===== src/rtl/register_file_param.sv =====
// Parametrised general-purpose register file with accumulator, registered bus
// read port with write-first forwarding, sequenced clear-all engine and sticky error.
module register_file_param #(
  parameter  int DATA_W   = 8,
  parameter  int NUM_REGS = 8,
  localparam int ADDR_W   = $clog2(NUM_REGS)
) (
  input  logic              clk,
  input  logic              reset,
  input  logic [DATA_W-1:0] bus_in,
  input  logic              wr_en,
  input  logic [ADDR_W-1:0] wr_addr,
  input  logic              rd_en,
  input  logic [ADDR_W-1:0] rd_addr,
  output logic [DATA_W-1:0] bus_out,
  output logic              bus_oe,
  input  logic [DATA_W-1:0] acc_in,
  input  logic              acc_wr_en,
  output logic [DATA_W-1:0] acc_out,
  input  logic              clr_start,
  output logic              busy,
  output logic              err,
  input  logic              err_clr
);

  localparam logic [ADDR_W-1:0] ACC_IDX = ADDR_W'(NUM_REGS - 1);

  typedef enum logic {IDLE, CLEAR} state_t;

  state_t            state;
  logic [ADDR_W-1:0] clr_idx;
  logic [DATA_W-1:0] regs [NUM_REGS];
  logic [DATA_W-1:0] rd_data_p0;
  logic [DATA_W-1:0] rd_data_p1;
  logic              vld_p1;
  logic              err_q;
  logic              idle;
  logic              collide;
  logic              busy_hit;

  assign idle     = (state == IDLE);
  assign collide  = idle && wr_en && acc_wr_en && (wr_addr == ACC_IDX);
  assign busy_hit = !idle && (wr_en || rd_en || acc_wr_en);

  // Stage p0: read mux with write-first forwarding; the ALU port beats the bus.
  always_comb begin
    rd_data_p0 = regs[rd_addr];
    if (wr_en && (wr_addr == rd_addr))
      rd_data_p0 = bus_in;
    if (acc_wr_en && (rd_addr == ACC_IDX))
      rd_data_p0 = acc_in;
  end

  // Stage p1: register array, read register, clear sequencer and error flag.
  always_ff @(posedge clk) begin
    if (!reset) begin
      for (int i = 0; i < NUM_REGS; i++)
        regs[i] <= '0;
      rd_data_p1 <= '0;
      vld_p1     <= 1'b0;
      state      <= IDLE;
      clr_idx    <= '0;
      err_q      <= 1'b0;
    end else begin
      rd_data_p1 <= '0;
      vld_p1     <= 1'b0;
      err_q      <= collide || busy_hit || (err_q && !err_clr);
      case (state)
        IDLE: begin
          if (wr_en)
            regs[wr_addr] <= bus_in;
          if (acc_wr_en)
            regs[ACC_IDX] <= acc_in;
          if (rd_en) begin
            rd_data_p1 <= rd_data_p0;
            vld_p1     <= 1'b1;
          end
          if (clr_start) begin
            state   <= CLEAR;
            clr_idx <= '0;
          end
        end
        CLEAR: begin
          regs[clr_idx] <= '0;
          if (clr_idx == ACC_IDX) begin
            state   <= IDLE;
            clr_idx <= '0;
          end else begin
            clr_idx <= clr_idx + ADDR_W'(1);
          end
        end
        default: state <= IDLE;
      endcase
    end
  end

  assign bus_out = rd_data_p1;
  assign bus_oe  = vld_p1;
  assign acc_out = regs[ACC_IDX];
  assign busy    = (state == CLEAR);
  assign err     = err_q;

endmodule


===== config.mk =====
export PLATFORM = sky130hd
export DESIGN_NAME = register_file_param
export DESIGN_NICKNAME = d
export VERILOG_FILES = /design/src/rtl/register_file_param.sv
export SDC_FILE = /design/constraint.sdc
export NUM_CORES = 1
export LEC_CHECK = 0
export ABC_AREA = 1
export CAP_MARGIN = 10
export CELL_PAD_IN_SITES_DETAIL_PLACEMENT = 1
export CELL_PAD_IN_SITES_GLOBAL_PLACEMENT = 1
export CORE_MARGIN = 2
export CORE_UTILIZATION = 43
export CTS_BUF_LIST = sky130_fd_sc_hd__clkbuf_4
export CTS_CLUSTER_DIAMETER = 50
export CTS_CLUSTER_SIZE = 10
export DETAILED_ROUTE_END_ITERATION = 8
export MAX_ROUTING_LAYER = met4
export PLACE_DENSITY_LB_ADDON = 0.1
export SYNTH_ARGS = -nofsm -noshare
export SYNTH_HDL_FRONTEND = slang
export SYNTH_SLANG_ARGS = --single-unit

===== constraint.sdc =====
create_clock -name clk -period 2.08 [get_ports clk]
set_clock_uncertainty 0.05 [all_clocks]
set_input_delay 0.312 -clock clk [delete_from_list [all_inputs] [get_ports clk]]
set_output_delay 0.312 -clock clk [all_outputs]
set_load 0.02 [all_outputs]

==> out/metrics.yaml <==
outcome:
  status: "completed"
clock_tree:
  post_cts_resized: 0
  clkLatencyLatePin_ns: 0.42
  tritoncts: "yes"
  holdBufCountCts: 0
  clk_path_buf_depth: 2
  numCtsBuffers: 9
  h-tree-depth: 3
  cts-root-buf: "clkbuf_4"
  path_clk_slew_ns: 0.13
  cts.sinks: 78
  post_cts.repair.setup_buffers: 0
global_route:
  overflow: 0
  antenna_found_initial: 0
  grt_pass1_vias: 3773
  grtUsageTotal_pct: 27.35
  grt_start_max_net_pins: 20
  grt_pass1_wl_mm: 19.93
power_and_ir_drop:
  power_frac_comb_pct: 20.4
  p_int_uw: 2322
  cellLeakagePower_uw: 0.002303
  powerDensity_mw_per_mm2: 643.3
  seq_power_share_pct: 54.5
  power_switching_share_pct: 30.08
  netSwitchingPower_uw: 999.0
  clock_power_share_pct: 25.1
  vdd_drop_max_uv: 322.4
worst_hold_path:
  hp-start: "err_clr"
  min_path_type: "primary input to register"
yosys:
  syn_inst: 482
  synthArstFlopShare_pct: 0
  synth_edf_count: 64
  syn_nets: 513
  yosysSeqAreaShare_pct: 55.07
  synth_ff_type: "edfxtp_1"
  ys_types: 28
  synth_top_area_share_pct: 48.06
  syn_area_per_cell_um2: 8.296
  ys_ff_latch: 78
  syn_area_mm2: 0.003999
  ys_warn_count: 0
  synth.area.top_cells: "edfxtp_1 48%, nand2_1 12%, nor2_1 8.8%, dfxtp_1 7.0%, nand3_1 6.8%"
  post-synth-top-area-cell: "edfxtp_1"
timing:
  setup_slack_ns: 0.1244
  fmax_mhz: 511.4
  finalHoldViolations: 0
  maxSlewHeadroom_pct: 72.81
  finalCriticalPeriod_ns: 1.956
  slew_viol_final: 0
  post-route-period-util_pct: 94.02
  final-setup-viol-count: 0
  rsz0062_at_grt: "no"
  worst-slew-pin-transition_ns: 0.4074
final_layout:
  synthToLayoutAreaGrowth_pct: 29.10
  stdcell_area_mm2: 0.005162
  fin_nets: 610
  num_antenna_cells: 0
  instances_no_fill: 695
  drive_above_1_share_pct: 16.61
detailed_routing:
  drt_first_iter_violations: 175
  via_per_inst: 5.233
  dr.pass1.iters: 4
  ant_nets: 0
  wl_per_cell_um: 17.79
  drc_errors: 0
  wirelength_mm: 12.36
  route.vias.total: 3637
worst_setup_path:
  end_kind: "output pin"
  cp_max_fo: 6
  cp-start-kind: "register"
  path_class: "register to output pin"
  timing.rr.start: "busy"
  arrival_ns: 1.59
  startpoint: "busy"
  cp.required_ns: 1.72
place:
  postPlaceCellArea_mm2: 0.005041
  portBuffers: 47
  dp_hpwl_mm: 9.673
  pre_cts_slack_ns: -0.2186
  place_inst: 679
  routabilityCongestion: 0.9042
die:
  core_mm2: 0.009109
  dieArea_mm2: 0.01009
  io_pins: 48
  die_x_um: 100.4
  initial_utilization_pct: 43.90
  rows: 35
  die_h_um: 100.4
job:
  cap_violations: 0
==> final timing paths <==
check	cells past startpoint	slack, ns	endpoint
min	4	0.48	err
max reg2reg	6	0.31	regs[1][6]
min reg2reg	1	0.53	clr_idx[2]
max	2	0.12	busy
==> per-stage QoR <==
step                      TNS [ns]  power (uW)  hold slack (ns)  util (%)
after floorplan                  0        2166           0.4449         -
after global placement      -7.891        2501           0.4731     55.34
after detailed placement    -16.17        2524           0.4921     55.34
after CTS                        0        3341           0.4748     56.66
after global routing             0        3484           0.4724     56.68
final                            0        3321           0.4834     56.68
==> cell usage after synthesis, drive strengths merged (4+ instances only) <==
library cell and number:
nand4 4, inv 53, o22ai 4, a21oi 7, nor2 98, o21ai 14, nand3 63, edfxtp 64
buf 9, nand2 136, dfxtp 14, clkbuf 6
==> cells in the final DEF, fill, tap and decap left out, drive strengths merged <==
master	count
o21ai	14
dfxtp	14
buf	54
a32o	2
edfxtp	64
clkbuf	10
a211oi	1
ha	2
or2	3
o22ai	4
nand3	63
clkinv	4
o211ai	1
inv	55
a21oi	7
clkdlybuf4s50	47
nand2	136
nor2	98
o211a	1
nand4	4
==> cell families (layout without fill, tap and decap cells) <==
kind of cell	count (synthesis)	in the layout	share of synthesized area, %
and+or+nand+nor	304	304	32.76
AOI/OAI and AO/OA	30	30	4.756
DFF	78	78	55.07
buffers and inverters	68	170	6.789
adders and majority gates	2	2	0.6257
==> power groups by stage <==
stage | combinational [uW] | sequential, uW | clock [uW]
5_1_grt | 744 | 1820 | 922
4_1_cts | 681 | 1810 | 850
3_3_place_gp | 660 | 1840 | 0
2_1_floorplan | 304 | 1860 | 0
3_5_place_dp | 678 | 1850 | 0
6_report | 677 | 1810 | 834
==> state kept, by name, indices dropped and copies added, names as in the netlist <==
| name | cells |
|---|---|
| err | 1 |
| regs | 64 |
| busy | 1 |
| clr_idx | 3 |
| bus_out | 8 |
| bus_oe | 1 |
==> critical path, cell delays in order (launching register included) <==
cell	delay, ns
dfxtp_2	0.41
buf_4	0.16
clkdlybuf4s50_1	0.60
==> layer usage <==
layer | share of wire, % | track usage, %
met1 | 43 | 35.68
met2 | 51 | 45.28
met3 | 5.2 | 3.900
met4 | 1.5 | 6.744
met5 | 0 | -
==> cell type report <==
cell class,count,area (um^2)
Tap cell,111,138.9
Clock inverter,6,45.04
Sequential cell,78,2203
Fill cell,1129,3946
Multi-Input combinational cell,336,1525
Clock buffer,10,75.07
Inverter,53,198.9
Timing Repair Buffer,101,975.9
Note: power is estimated with default switching activity, not from simulation.
